`src/rtl/mpi_fp16_pkg.sv`:
```
// Shared fp16 helpers for the MPI reduction datapath.
// Contents:
//   FP16_NEG_INF / FP16_QNAN : identity value for max and the canonical NaN
//   fp16_is_nan              : exponent all ones with a non-zero mantissa
//   fp16_order_key           : maps fp16 onto an unsigned key that sorts in
//                              numeric order (-inf lowest, -0 below +0)
//   acc_state_t              : frame accumulator state encoding
package mpi_fp16_pkg;

    localparam logic [15:0] FP16_NEG_INF = 16'hFC00;
    localparam logic [15:0] FP16_QNAN    = 16'h7E00;

    typedef enum logic [1:0] {
        IDLE,
        ACCUM,
        HOLD
    } acc_state_t;

    function automatic logic fp16_is_nan(input logic [15:0] x);
        return (x[14:10] == 5'h1F) && (x[9:0] != 10'h000);
    endfunction

    // Negative values are bit-inverted so a larger magnitude gives a smaller
    // key; positive values get the sign bit set so they sort above all negatives.
    function automatic logic [15:0] fp16_order_key(input logic [15:0] x);
        return x[15] ? ~x : (x ^ 16'h8000);
    endfunction

endpackage

```
`src/rtl/fp16_max2.sv`:
```
// Combinational two-input fp16 maximum.
// Ports:
//   a, b : fp16 operands
//   y    : the operand with the larger order key (a on a tie)
// NaN operands are not special-cased; callers track NaN separately.
module fp16_max2
    import mpi_fp16_pkg::*;
(
    input  logic [15:0] a,
    input  logic [15:0] b,
    output logic [15:0] y
);

    always_comb begin
        y = (fp16_order_key(b) > fp16_order_key(a)) ? b : a;
    end

endmodule

```
`src/rtl/max_frame_accumulator.sv`:
```
// Frame-wide fp16 MAX reduction with a single-entry registered output.
// Ports:
//   aclk, aresetn          : clock, asynchronous active-low reset
//   idata/ivalid/iready    : per-beat fp16 input stream
//   istart/ilast           : frame delimiters on the input stream
//   odata/ocount           : frame maximum and saturating beat count
//   ovalid/oready          : output handshake; result holds while stalled
//   ostart/olast           : mirror ovalid (one-beat output frame)
//   err                    : one-cycle pulse after a protocol violation
module max_frame_accumulator
    import mpi_fp16_pkg::*;
#(
    parameter int unsigned COUNT_W = 16,
    parameter logic [15:0] NEG_INF = FP16_NEG_INF,
    parameter logic [15:0] QNAN    = FP16_QNAN
) (
    input  logic               aclk,
    input  logic               aresetn,
    input  logic [15:0]        idata,
    input  logic               ivalid,
    output logic               iready,
    input  logic               istart,
    input  logic               ilast,
    output logic [15:0]        odata,
    output logic [COUNT_W-1:0] ocount,
    output logic               ovalid,
    input  logic               oready,
    output logic               ostart,
    output logic               olast,
    output logic               err
);

    acc_state_t         state;
    logic [15:0]        acc;
    logic [COUNT_W-1:0] cnt;
    logic               nan_seen;

    logic               accept;
    logic               open;
    logic               take;
    logic               bad;
    logic [15:0]        max_y;
    logic [15:0]        acc_n;
    logic [COUNT_W-1:0] cnt_n;
    logic               nan_n;

    fp16_max2 u_max2 (
        .a (acc),
        .b (idata),
        .y (max_y)
    );

    // HOLD only accepts a beat in the cycle its result is drained, so an
    // accepted beat never sees an open frame while in HOLD.
    assign iready = aresetn && ((state != HOLD) || oready);
    assign accept = ivalid && iready;
    assign ostart = ovalid;
    assign olast  = ovalid;

    always_comb begin
        open  = (state == ACCUM);
        take  = 1'b0;
        bad   = 1'b0;
        acc_n = acc;
        cnt_n = cnt;
        nan_n = nan_seen;
        if (istart) begin
            take  = 1'b1;
            bad   = open;
            acc_n = idata;
            cnt_n = COUNT_W'(1);
            nan_n = fp16_is_nan(idata);
        end else if (open) begin
            take  = 1'b1;
            acc_n = max_y;
            cnt_n = (cnt == '1) ? cnt : cnt + COUNT_W'(1);
            nan_n = nan_seen | fp16_is_nan(idata);
        end else begin
            bad   = 1'b1;
        end
    end

    always_ff @(posedge aclk or negedge aresetn) begin
        if (!aresetn) begin
            state    <= IDLE;
            acc      <= NEG_INF;
            cnt      <= '0;
            nan_seen <= 1'b0;
            odata    <= '0;
            ocount   <= '0;
            ovalid   <= 1'b0;
            err      <= 1'b0;
        end else begin
            err <= 1'b0;
            if ((state == HOLD) && oready) begin
                ovalid <= 1'b0;
                state  <= IDLE;
            end
            if (accept) begin
                err <= bad;
                if (take) begin
                    if (ilast) begin
                        odata    <= nan_n ? QNAN : acc_n;
                        ocount   <= cnt_n;
                        ovalid   <= 1'b1;
                        state    <= HOLD;
                        acc      <= NEG_INF;
                        cnt      <= '0;
                        nan_seen <= 1'b0;
                    end else begin
                        acc      <= acc_n;
                        cnt      <= cnt_n;
                        nan_seen <= nan_n;
                        state    <= ACCUM;
                    end
                end
            end
        end
    end

endmodule
```
`config.mk`:
```
export PLATFORM = sky130hd
export DESIGN_NAME = max_frame_accumulator
export DESIGN_NICKNAME = d
export VERILOG_FILES = /design/src/rtl/mpi_fp16_pkg.sv /design/src/rtl/fp16_max2.sv /design/src/rtl/max_frame_accumulator.sv
export SDC_FILE = /design/constraint.sdc
export NUM_CORES = 1
export LEC_CHECK = 0
export ABC_CLOCK_PERIOD_IN_PS = 7130
export CAP_MARGIN = 5
export CORE_MARGIN = 5
export CORE_UTILIZATION = 25
export CTS_CLUSTER_SIZE = 24
export DETAILED_ROUTE_END_ITERATION = 12
export PLACE_DENSITY = 0.46
export SLEW_MARGIN = 10
export SYNTH_ARGS = -nofsm -noshare
export SYNTH_HDL_FRONTEND = slang
export SYNTH_SLANG_ARGS = --single-unit
```
`constraint.sdc`:
```
create_clock -name aclk -period 7.13 [get_ports aclk]
set_clock_uncertainty 0.05 [all_clocks]
set_input_delay 2.139 -clock aclk [delete_from_list [all_inputs] [get_ports aclk]]
set_output_delay 2.139 -clock aclk [all_outputs]
set_load 0.1 [all_outputs]
```
; ---- After elaboration in Yosys (flattened, before gate mapping)
; Index checks and enable logic that the tools add are counted.
[totals]
ff_bits = 69
in_bits = 22
out_inout_bits = 37
[classes]
n_addsub = 1
n_lt_le_gt_ge = 1
eq_ne = 5
n_mux = 27
bitwise_logic = 5
n_reduce_logical = 8
[ops]
columns = operator, count
row1 = 16-bit 2-to-1 mux, 11
row2 = 16-bit inverter, 2
row3 = "16-bit by 1-bit adder with 16-bit output, second input constant", 1
row4 = "16-bit == test, second input constant", 1
row5 = 16-bit > comparator, 1
row6 = 1-bit 2-to-1 mux, 12
row7 = 10-bit nonzero test, 1
row8 = 2-bit 2-to-1 mux, 4
row9 = "5-bit == test, second input constant", 1
row10 = 1-bit logical AND, 4
row11 = 3-bit AND reduction, 1
row12 = "2-bit by 1-bit == test with 1-bit output, second input constant", 1
row13 = "2-bit == test, second input constant", 1
row14 = "2-bit inequality test, second input constant", 1
row15 = 1-bit inverter, 2
row16 = 2-bit AND reduction, 1
row17 = 1-bit logical OR, 1
row18 = 1-bit bitwise OR, 1

; ---- Depth between registers and ports, before layout
; Gate-level depths: netlist of the first run.
[depth]
ltp_word = 7
depth_mapped = 12
depth_no_buf = 8

; ---- Hierarchy
; Synthesis of the first run repeated with hierarchy kept, for this count alone.
[hier_totals]
cells_unflattened = 566
hier_area_um2 = 4895.9
[by_module_without_submodules]
columns = mod, n_inst, cells_per_inst, area_each_um2, seq_area_each_um2
row1 = max_frame_accumulator, 1, 392, 3644.7, 1734.2
row2 = fp16_max2, 1, 174, 1251.2, 0.0

; ---- Worst setup path after synthesis of the first run
; Ideal clock, no wire load.
[synth_path]
path_kind = input-to-output
start = input aresetn
end = output iready
arrival_ns = 2.924
t_required_ns = 4.941
path_slack_ns = 2.017
stages = 1
path_cell_list = o31a_1
[synth_via]
elab_chain_cells = 1
[synth_lines]
columns = element, line
row1 = "start, declared", max_frame_accumulator.sv:18  ; input logic aresetn,
row2 = 1-bit logical AND, max_frame_accumulator.sv:55  ; assign iready = aresetn && ((state != HOLD) || oready);
row3 = "end, declared", max_frame_accumulator.sv:21  ; output logic iready,
; No other way between the ends.

; ---- Worst setup path after layout of the first run
[layout_path]
start = input idata[15]
end = register odata[5]
[layout_via]
elab_chain_cells = 7
word_cells_on_any_way = 8
classes_between = order compare (1) / mux (5) / bitwise (2)
[layout_lines]
columns = element, line
row1 = "start, declared", max_frame_accumulator.sv:19  ; input logic [15:0] idata,
row2 = 1-bit inverter (no source line) or 16-bit inverter (tied branches), n/a
row3 = 16-bit 2-to-1 mux *, mpi_fp16_pkg.sv:26  ; return x[15] ? ~x : (x ^ 16'h8000);
row4 = 16-bit > comparator *, fp16_max2.sv:15  ; y = (fp16_order_key(b) > fp16_order_key(a)) ? b : a;
row5 = 16-bit 2-to-1 mux *, fp16_max2.sv:15
row6 = 16-bit 2-to-1 mux *, max_frame_accumulator.sv:73  ; end else if (open) begin
row7 = 16-bit 2-to-1 mux *, max_frame_accumulator.sv:67  ; if (istart) begin
row8 = 16-bit 2-to-1 mux *, max_frame_accumulator.sv:103  ; odata <= nan_n ? QNAN : acc_n;
row9 = "end signal, assigned", max_frame_accumulator.sv:103
row10 = "end, declared", max_frame_accumulator.sv:24  ; output logic [15:0] odata,
; Every way passes the cells marked *; elsewhere a longest branch is shown, timed or not.
; A chain may end at the register's enable or synchronous reset.

==> results.toml, run 1 <==
[timing]
tightestPinTransition_ps = 996.1
min_period_over_period = 0.7831
final_hold_viol_count = 0
fin_tns_setup_ps = 0
setup_viol = 0
fmax_mhz = 179.1
slew_violations = 0
max_slew_margin = 0.3338
rsz0062_at_grt = "no"
finalCriticalPeriod_ps = 5584

[worst_setup_path]
critPathLaunchType = "primary input"
required_ps = 7260
arrival_ps = 5710
cp_max_fo = 18
timing.rr.start = "acc[15]"
crit_chain = "clkdlybuf4s50_1 -> xor2_1 -> ha_1 -> nand4_2 -> nor3_1 -> nor4_1 -> a31oi_4 -> buf_4 -> mux2i_1 -> o21ai_0"
r2r_cells = 9
crit_path_max_incr_delay_ps = 930
reg2reg_to = "odata[5]"
crit_end = "odata[5]"
crit_cells = 10
worst_setup_path_end_kind = "flop"
startpoint = "idata[15]"
reg2reg_slack_ps = 3670
worstSetupPathType = "in2reg"
path_buf_inv = 2
worst_path_max_delay_cell = "clkdlybuf4s50_1"
critPathTopFamily = "buffers and inverters"

[grt]
grt_start_max_net_pins = 67
grt_pass1_wl_um = 18920
grt-ovfl-total = 0
antenna_found_initial = 0
track_usage = 0.1212
grt_pass1_vias = 3550

[worst_hold_path]
hold_depth = 1
hold_path_class = "reg2reg"

[logic_synthesis]
ys_async_sr_fraction = 1.000
synth_common_cells = "dfrtp_1 (63), nand2_1 (56), mux2i_1 (29), o21ai_0 (29), nor2_1 (24)"
synth_top_family_by_area = "simple AND/OR/NAND/NOR gates"
ys_types = 57
synthFlopType = "dfrtp_1"
syn_avg_cell_area_um2 = 9.583
syn_nets = 477
yosys-top-cells-area = "dfrtp_1 (38%), mux2i_1 (6.9%), ha_1 (5.4%), nand2_1 (5.0%), xnor2_1 (4.4%)"
synth_compound_area_frac = 0.1613
synth-xor-area-share = 0.08575
yosys.area.top_type_share = 0.3765
synthMuxAreaShare = 0.07200
synth_fa_ha_area_frac = 0.05378
yosysTopAreaCell = "dfrtp_1"
synth_warnings = 0
ys_seq_area_frac = 0.4141
syn_inst = 437
yosysMostFrequentCell = "dfrtp_1"
syn_area_mm2 = 0.004188
ys_seq_elements = 69
synth-simple-area-share = 0.1685
synth-edff-count = 0

[cts]
insertion_delay_ps = 330
clock-sinks = 69
cts_htree_levels = 3
hold_buffers = 0
cts_setup_buffers = 0
numCtsBuffers = 9
root_buffer = "clkbuf_16"
cts.clk_slew.worst_paths_ps = 60
cts_buffer_depth = 2
cts_resized = 0
cts_tree = "yes"

[detailed_routing]
drt_first_iter_violations = 199
ant_nets = 0
wl_um = 11530
drcViolationCount = 0
wl_per_cell_um = 16.28
vias = 3405
vias_per_cell = 4.809
dr.pass1.iters = 4

[die]
fp.dieH_um = 139.4
die_area_mm2 = 0.01944
core-area_mm2 = 0.01652
io_pins = 59
start_util = 0.2534
rows = 47
die_w_um = 139.4

[final_layout]
antenna_cells = 0
layout-drive-gt1-share = 0.07787
area_delta_synth_final_pct = 23.90
fin_nets = 524

[job]
maxCapViolations = 0

[power_and_ir_drop]
power.total_w = 0.002078
irDropWorstVdd_v = 0.0003862
p_per_area_mw_per_mm2 = 400.5
p_leak_nw = 2.158

[placement]
place_hpwl_um = 8035
io_buffers = 58
gp_congestion = 0.8150

[outcome]
outcome = "finished, final reports clean"
==> power breakdown <==
part / total, W / internal (W) / switching [W]
Combinational: 0.00106 / 0.000327 / 0.000735
Clock: 0.000417 / 0.000242 / 0.000175
Sequential: 0.000599 / 0.000498 / 0.000101
Total: 0.00208 / 0.00107 / 0.00101
==> through the flow <==
step | setup slack, ps | cells | area, um2 | utilization | hold WS [ps]
6_report | 1546 | 708 | 5189 | 0.3140 | 424.3
3_3_place_gp | 1346 | 693 | 4921 | 0.2978 | 417.2
3_5_place_dp | 1216 | 693 | 4921 | 0.2978 | 414.8
4_1_cts | 1549 | 708 | 5189 | 0.3140 | 427.6
2_1_floorplan | 2017 | 437 | 4188 | - | 424.9
5_1_grt | 1332 | 708 | 5189 | 0.3140 | 458.5
==> flip-flops by register name, summed over array words and instances (netlist names) <==
register	flops
state	2
ocount	16
odata	16
nan_seen	1
err	1
cnt	16
olast	1
acc	16
==> per-layer routing <==
| metal | up-vias | routed length (um) | global-route usage |
|---|---|---|---|
| li1 | 1666 | - | - |
| met1 | 1644 | 5730 | 0.1703 |
| met2 | 82 | 5087 | 0.1873 |
| met3 | 13 | 535 | 0.02436 |
| met4 | 0 | 174 | 0.03913 |
| met5 | - | 0 | 0 |
==> logic make-up after synthesis <==
family	Yosys count
adders and majority gates	18
xor gates and xnor gates	41
and+or+nand+nor	139
muxes	30
DFF	69
buffers and inverters	33
AOI/OAI and AO/OA	107
==> cell usage in the layout (no fill, tap or decap), drive strengths merged, types with 2 or more instances in the layout <==
cell type,Yosys,final
dfstp,6,6
or2,3,3
xor2,20,20
o32a,6,6
nor2,24,24
nor4,2,2
mux2i,29,29
clkbuf,16,11
nand2,56,56
a21oi,18,18
or4,4,4
a22o,3,3
xnor2,21,21
clkinvlp,0,2
clkinv,0,2
nand3,9,9
buf,10,6
o22a,3,3
dfrtp,63,63
a31oi,9,9
inv,7,7
and4,3,3
and3,6,6
or3,2,2
o21ai,45,45
clkdlybuf4s50,0,56
o31ai,11,11
nand4,7,7
ha,18,18
nor3,5,5
and2,15,15
==> layout make-up <==
type | instances | area, um2
fill | 1703 | 11340
sequential | 69 | 1734
multi-input combinational | 335 | 2282
inverter | 7 | 26.28
clock buffer | 11 | 242.7
tap | 220 | 275.3
clock inverter | 4 | 25.02
timing repair buffer | 62 | 603.1
==> worst min path at each step <==
stage,start,to,slack [ps]
after floorplan,nan_seen,nan_seen,420
after global placement,odata[3],odata[3],420
after detailed placement,ocount[3],ocount[3],410
after CTS,ocount[3],ocount[3],430
after global routing,ocount[3],ocount[3],460
final,ocount[3],ocount[3],420
No activity file was read; power rests on OpenSTA's default activity.
==> run 2: changes to the inputs <==
--- a/config.mk
+++ b/config.mk
@@ -5,13 +5,13 @@
 export SDC_FILE = /design/constraint.sdc
 export NUM_CORES = 1
 export LEC_CHECK = 0
-export ABC_CLOCK_PERIOD_IN_PS = 7130
+export ABC_CLOCK_PERIOD_IN_PS = 4500
 export CAP_MARGIN = 5
 export CORE_MARGIN = 5
 export CORE_UTILIZATION = 25
 export CTS_CLUSTER_SIZE = 24
 export DETAILED_ROUTE_END_ITERATION = 12
-export PLACE_DENSITY = 0.46
+export PLACE_DENSITY = 0.47
 export SLEW_MARGIN = 10
 export SYNTH_ARGS = -nofsm -noshare
 export SYNTH_HDL_FRONTEND = slang
==> constraint.sdc (replaced) <==
create_clock -name aclk -period 4.5 [get_ports aclk]
set_clock_uncertainty 0.05 [all_clocks]
set_input_delay 1.35 -clock aclk [delete_from_list [all_inputs] [get_ports aclk]]
set_output_delay 1.35 -clock aclk [all_outputs]
set_load 0.1 [all_outputs]
==> results.toml, run 2 (synthesis results as in run 1) <==
[worst_setup_path]
worst_path_max_delay_cell = "or4_1"
cp_max_fo = 18
arrival_ps = 4140
worst_setup_path_end_kind = "flop"
worstSetupPathType = "in2reg"
required_ps = 4710
startpoint = "idata[15]"
critPathLaunchType = "primary input"
timing.rr.start = "acc[15]"
crit_chain = "clkdlybuf4s50_1 -> buf_12 -> xor2_1 -> ha_1 -> nand4_2 -> or4_1 -> a21oi_1 -> a31oi_4 -> buf_4 -> nand2_1 -> o32a_1"
crit_path_max_incr_delay_ps = 540

[final_layout]
area_delta_synth_final_pct = 25.72
final_area_mm2 = 0.005265
fin_nets = 530
final_cell_mix = "dfrtp_1 (63), nand2_1 (56), clkdlybuf4s50_1 (56), o21ai_0 (29), mux2i_1 (29)"
layout.cells.non_filler = 715
layout-drive-gt1-share = 0.08687
layout_commonest_cell = "dfrtp_1"
antenna_cells = 0
fill_cells = 1682

[timing]
whs_ps = 424.7
min_period_over_period = 0.8727
finalCriticalPeriod_ps = 3927
slew_violations = 0
final_hold_viol_count = 0
max_slew_margin = 0.3239
fmax_mhz = 254.6
setup_viol = 0
rsz0062_at_grt = "no"
tightestPinTransition_ps = 1011
fin_tns_setup_ps = 0

[power_and_ir_drop]
p_per_area_mw_per_mm2 = 629.0
irDropWorstVdd_v = 0.0004599
p_leak_nw = 2.206

[die]
die_area_mm2 = 0.01944
start_util = 0.2534
die_w_um = 139.4
rows = 47
io_pins = 59
fp.dieH_um = 139.4
core-area_mm2 = 0.01652

[placement]
place_hpwl_um = 8078
io_buffers = 58
gp_congestion = 0.8029
place_area_mm2 = 0.004991
dp_cells = 699

[detailed_routing]
wl_um = 11460
drt_first_iter_violations = 134
wl_per_cell_um = 16.02
vias_per_cell = 4.723
ant_nets = 0
vias = 3377
dr.pass1.iters = 4
drcViolationCount = 0

[outcome]
outcome = "finished, final reports clean"

[cts]
cts.clk_slew.worst_paths_ps = 60
cts_htree_levels = 3
numCtsBuffers = 9
root_buffer = "clkbuf_16"
hold_buffers = 0
cts_tree = "yes"
clock-sinks = 69
cts_setup_buffers = 0
cts_resized = 0
cts_buffer_depth = 2
insertion_delay_ps = 330

[job]
maxCapViolations = 0

[grt]
track_usage = 0.1208
grt-ovfl-total = 0
grt_pass1_wl_um = 18980
grt_start_max_net_pins = 65
grt_pass1_vias = 3463
antenna_found_initial = 0

[worst_hold_path]
hold_path_class = "reg2reg"
min_from = "ocount[5]"
[run 2: changes by cell type in the layout (fill, tap and decap cells not counted), sizes merged]
cell      change
clkbuf        +3
buf           +6
clkinvlp      -2
[run 2: final timing paths]
path | endpoint | slack, ps | depth (start not counted)
setup / recovery | acc[14] | 570 | 11
hold / removal | ocount[5] | 420 | 2
setup reg to reg | acc[14] | 1390 | 9
hold reg to reg | ocount[5] | 420 | 2
max in group asynchronous | odata[5] | 2540 | 2
min in group asynchronous | ocount[10] | 800 | 1
[run 2: cell type report]
cell class	count	area (um2)	share of cell area
Inverter	7	26.28	0.004990
Multi-Input combinational cell	335	2282	0.4335
Clock inverter	2	10.01	0.001901
Sequential cell	69	1734	0.3294
Timing Repair Buffer	68	673.1	0.1279
Tap cell	220	275.3	0.05228
Clock buffer	14	264.0	0.05014
[run 2: power breakdown]
part / leakage [nW] / internal (W) / total (W) / switching (W)
combinational: 1.19 / 0.000531 / 0.00170 / 0.00117
clock: 0.137 / 0.000402 / 0.000663 / 0.000260
sequential: 0.878 / 0.000790 / 0.000947 / 0.000158
[run 2: stage by stage]
stage | total power (W) | setup slack [ps] | utilization
floorplan | 0.002274 | 412.3 | -
global placement | 0.002643 | 336.6 | 0.3020
detailed placement | 0.002668 | 245.8 | 0.3020
CTS | 0.003346 | 582.3 | 0.3186
global route | 0.003503 | 453.9 | 0.3186
finish | 0.003312 | 572.9 | 0.3186
[run 2: critical path: cells and delay by family]
kind,cells,cell delay (ps)
AND/OR/NAND/NOR,3,900
buffers and inverters,3,860
AO/OA/AOI/OAI,3,530
adder cells (fa/ha/maj),1,320
XOR/XNOR,1,170
[run 2: routing by layer]
layer  up-vias  track usage  wire, um
met4         0      0.03811       191
met1      1629       0.1689      5726
li1       1680            -         -
met5         -            0         0
met3        10      0.02916       427
met2        58       0.1845      5110
==> run 3: changes to the inputs <==
--- a/config.mk
+++ b/config.mk
@@ -6,7 +6,7 @@
 export NUM_CORES = 1
 export LEC_CHECK = 0
 export ABC_CLOCK_PERIOD_IN_PS = 4500
-export CAP_MARGIN = 5
+export CAP_MARGIN = 30
 export CORE_MARGIN = 5
 export CORE_UTILIZATION = 25
 export CTS_CLUSTER_SIZE = 24
==> results.toml, run 3 (synthesis results as in run 1) <==
[detailed_routing]
wl_per_cell_um = 16.05
vias = 3391
wl_um = 11490
dr.pass1.iters = 4
drt_first_iter_violations = 131
vias_per_cell = 4.736
ant_nets = 0
drcViolationCount = 0

[timing]
max_slew_margin = 0.3239
setup_viol = 0
fin_tns_setup_ps = 0
final_hold_viol_count = 0
tightestPinTransition_ps = 1011
slew_violations = 0
rsz0062_at_grt = "no"
fmax_mhz = 254.7
finalCriticalPeriod_ps = 3926
min_period_over_period = 0.8724

[cts]
cts_resized = 0
insertion_delay_ps = 330
clock-sinks = 69
cts_buffer_depth = 2
cts_tree = "yes"
hold_buffers = 0
cts_htree_levels = 3
numCtsBuffers = 9
root_buffer = "clkbuf_16"
cts.clk_slew.worst_paths_ps = 60
cts_setup_buffers = 0

[final_layout]
layout-drive-gt1-share = 0.08871
fin_nets = 531
layout_commonest_cell = "dfrtp_1"
final_area_mm2 = 0.005293
fin_util = 0.3203
area_delta_synth_final_pct = 26.38
final_cell_mix = "dfrtp_1 (63), nand2_1 (56), clkdlybuf4s50_1 (56), o21ai_0 (29), mux2i_1 (29)"
antenna_cells = 0

[power_and_ir_drop]
p_leak_nw = 2.219
p_per_area_mw_per_mm2 = 626.7
irDropWorstVdd_v = 0.0004598

[outcome]
outcome = "finished, final reports clean"

[worst_hold_path]
min_from = "ocount[5]"
hold_depth = 2
holdPathEnd = "ocount[5]"
hold_path_class = "reg2reg"

[placement]
gp_congestion = 0.8029
place_area_mm2 = 0.004991
place_hpwl_um = 8078
io_buffers = 58

[die]
die_w_um = 139.4
core-area_mm2 = 0.01652
fp.dieH_um = 139.4
rows = 47
io_pins = 59
start_util = 0.2534
die_area_mm2 = 0.01944

[grt]
grt_pass1_wl_um = 18980
grt-ovfl-total = 0
antenna_found_initial = 0
grt_start_max_net_pins = 65
track_usage = 0.1208
grt_pass1_vias = 3463

[worst_setup_path]
required_ps = 4720
reg2reg_slack_ps = 1390
worstSetupPathType = "in2reg"
cp_max_fo = 18
reg2reg_to = "acc[14]"
r2r_cells = 9
arrival_ps = 4140
worst_setup_path_end_kind = "flop"
timing.rr.start = "acc[15]"
critPathLaunchType = "primary input"

[job]
maxCapViolations = 0
-- run 3: final cells by class --
cell class | count | area (um2)
fill | 1680 | 11230
multi-input combinational | 335 | 2282
sequential | 69 | 1734
timing repair buffer | 69 | 700.7
tap | 220 | 275.3
clock buffer | 14 | 264.0
inverter | 7 | 26.28
clock inverter | 2 | 10.01
-- run 3: worst max-delay path by stage --
stage | startpoint | to | slack, ps | depth (start not counted)
finish | idata[15] | acc[14] | 570 | 11
global route | idata[15] | odata[14] | 450 | 11
CTS | idata[15] | odata[0] | 580 | 11
detailed placement | idata[15] | odata[0] | 250 | 11
global placement | idata[9] | odata[3] | 340 | 6
floorplan | idata[15] | odata[10] | 410 | 12
-- run 3: power breakdown --
part	leakage (nW)	switching [W]	total [W]	internal [W]
Sequential	0.878	0.000158	0.000948	0.000790
Combinational	1.20	0.00117	0.00171	0.000534
Clock	0.137	0.000262	0.000664	0.000402
Total	2.22	0.00159	0.00332	0.00173
-- run 3: worst max-delay path, stage by stage --
cell             delay (ps)
clkdlybuf4s50_1         450
buf_12                  180
xor2_1                  170
ha_1                    320
nand4_2                 170
or4_1                   540
a21oi_1                 290
a31oi_4                  50
buf_4                   230
nand2_1                 190
o32a_1                  190
-- run 3: per-stage QoR --
stage          cells  setup slack [ps]  power, W  hold slack [ps]
6_report         716             574.1  0.003317            424.6
5_1_grt          716             453.9  0.003506            448.5
4_1_cts          715             582.3  0.003346            432.8
3_5_place_dp     699             245.8  0.002668            420.3
3_3_place_gp     699             336.6  0.002643            416.0
2_1_floorplan    437             412.3  0.002274            424.9
-- run 3: layer usage --
layer / up-vias / wire length, um / track usage
li1: 1680 / - / -
met1: 1642 / 5746 / 0.1689
met2: 57 / 5115 / 0.1845
met3: 12 / 432 / 0.02916
met4: 0 / 198 / 0.03811
met5: - / 0 / 0
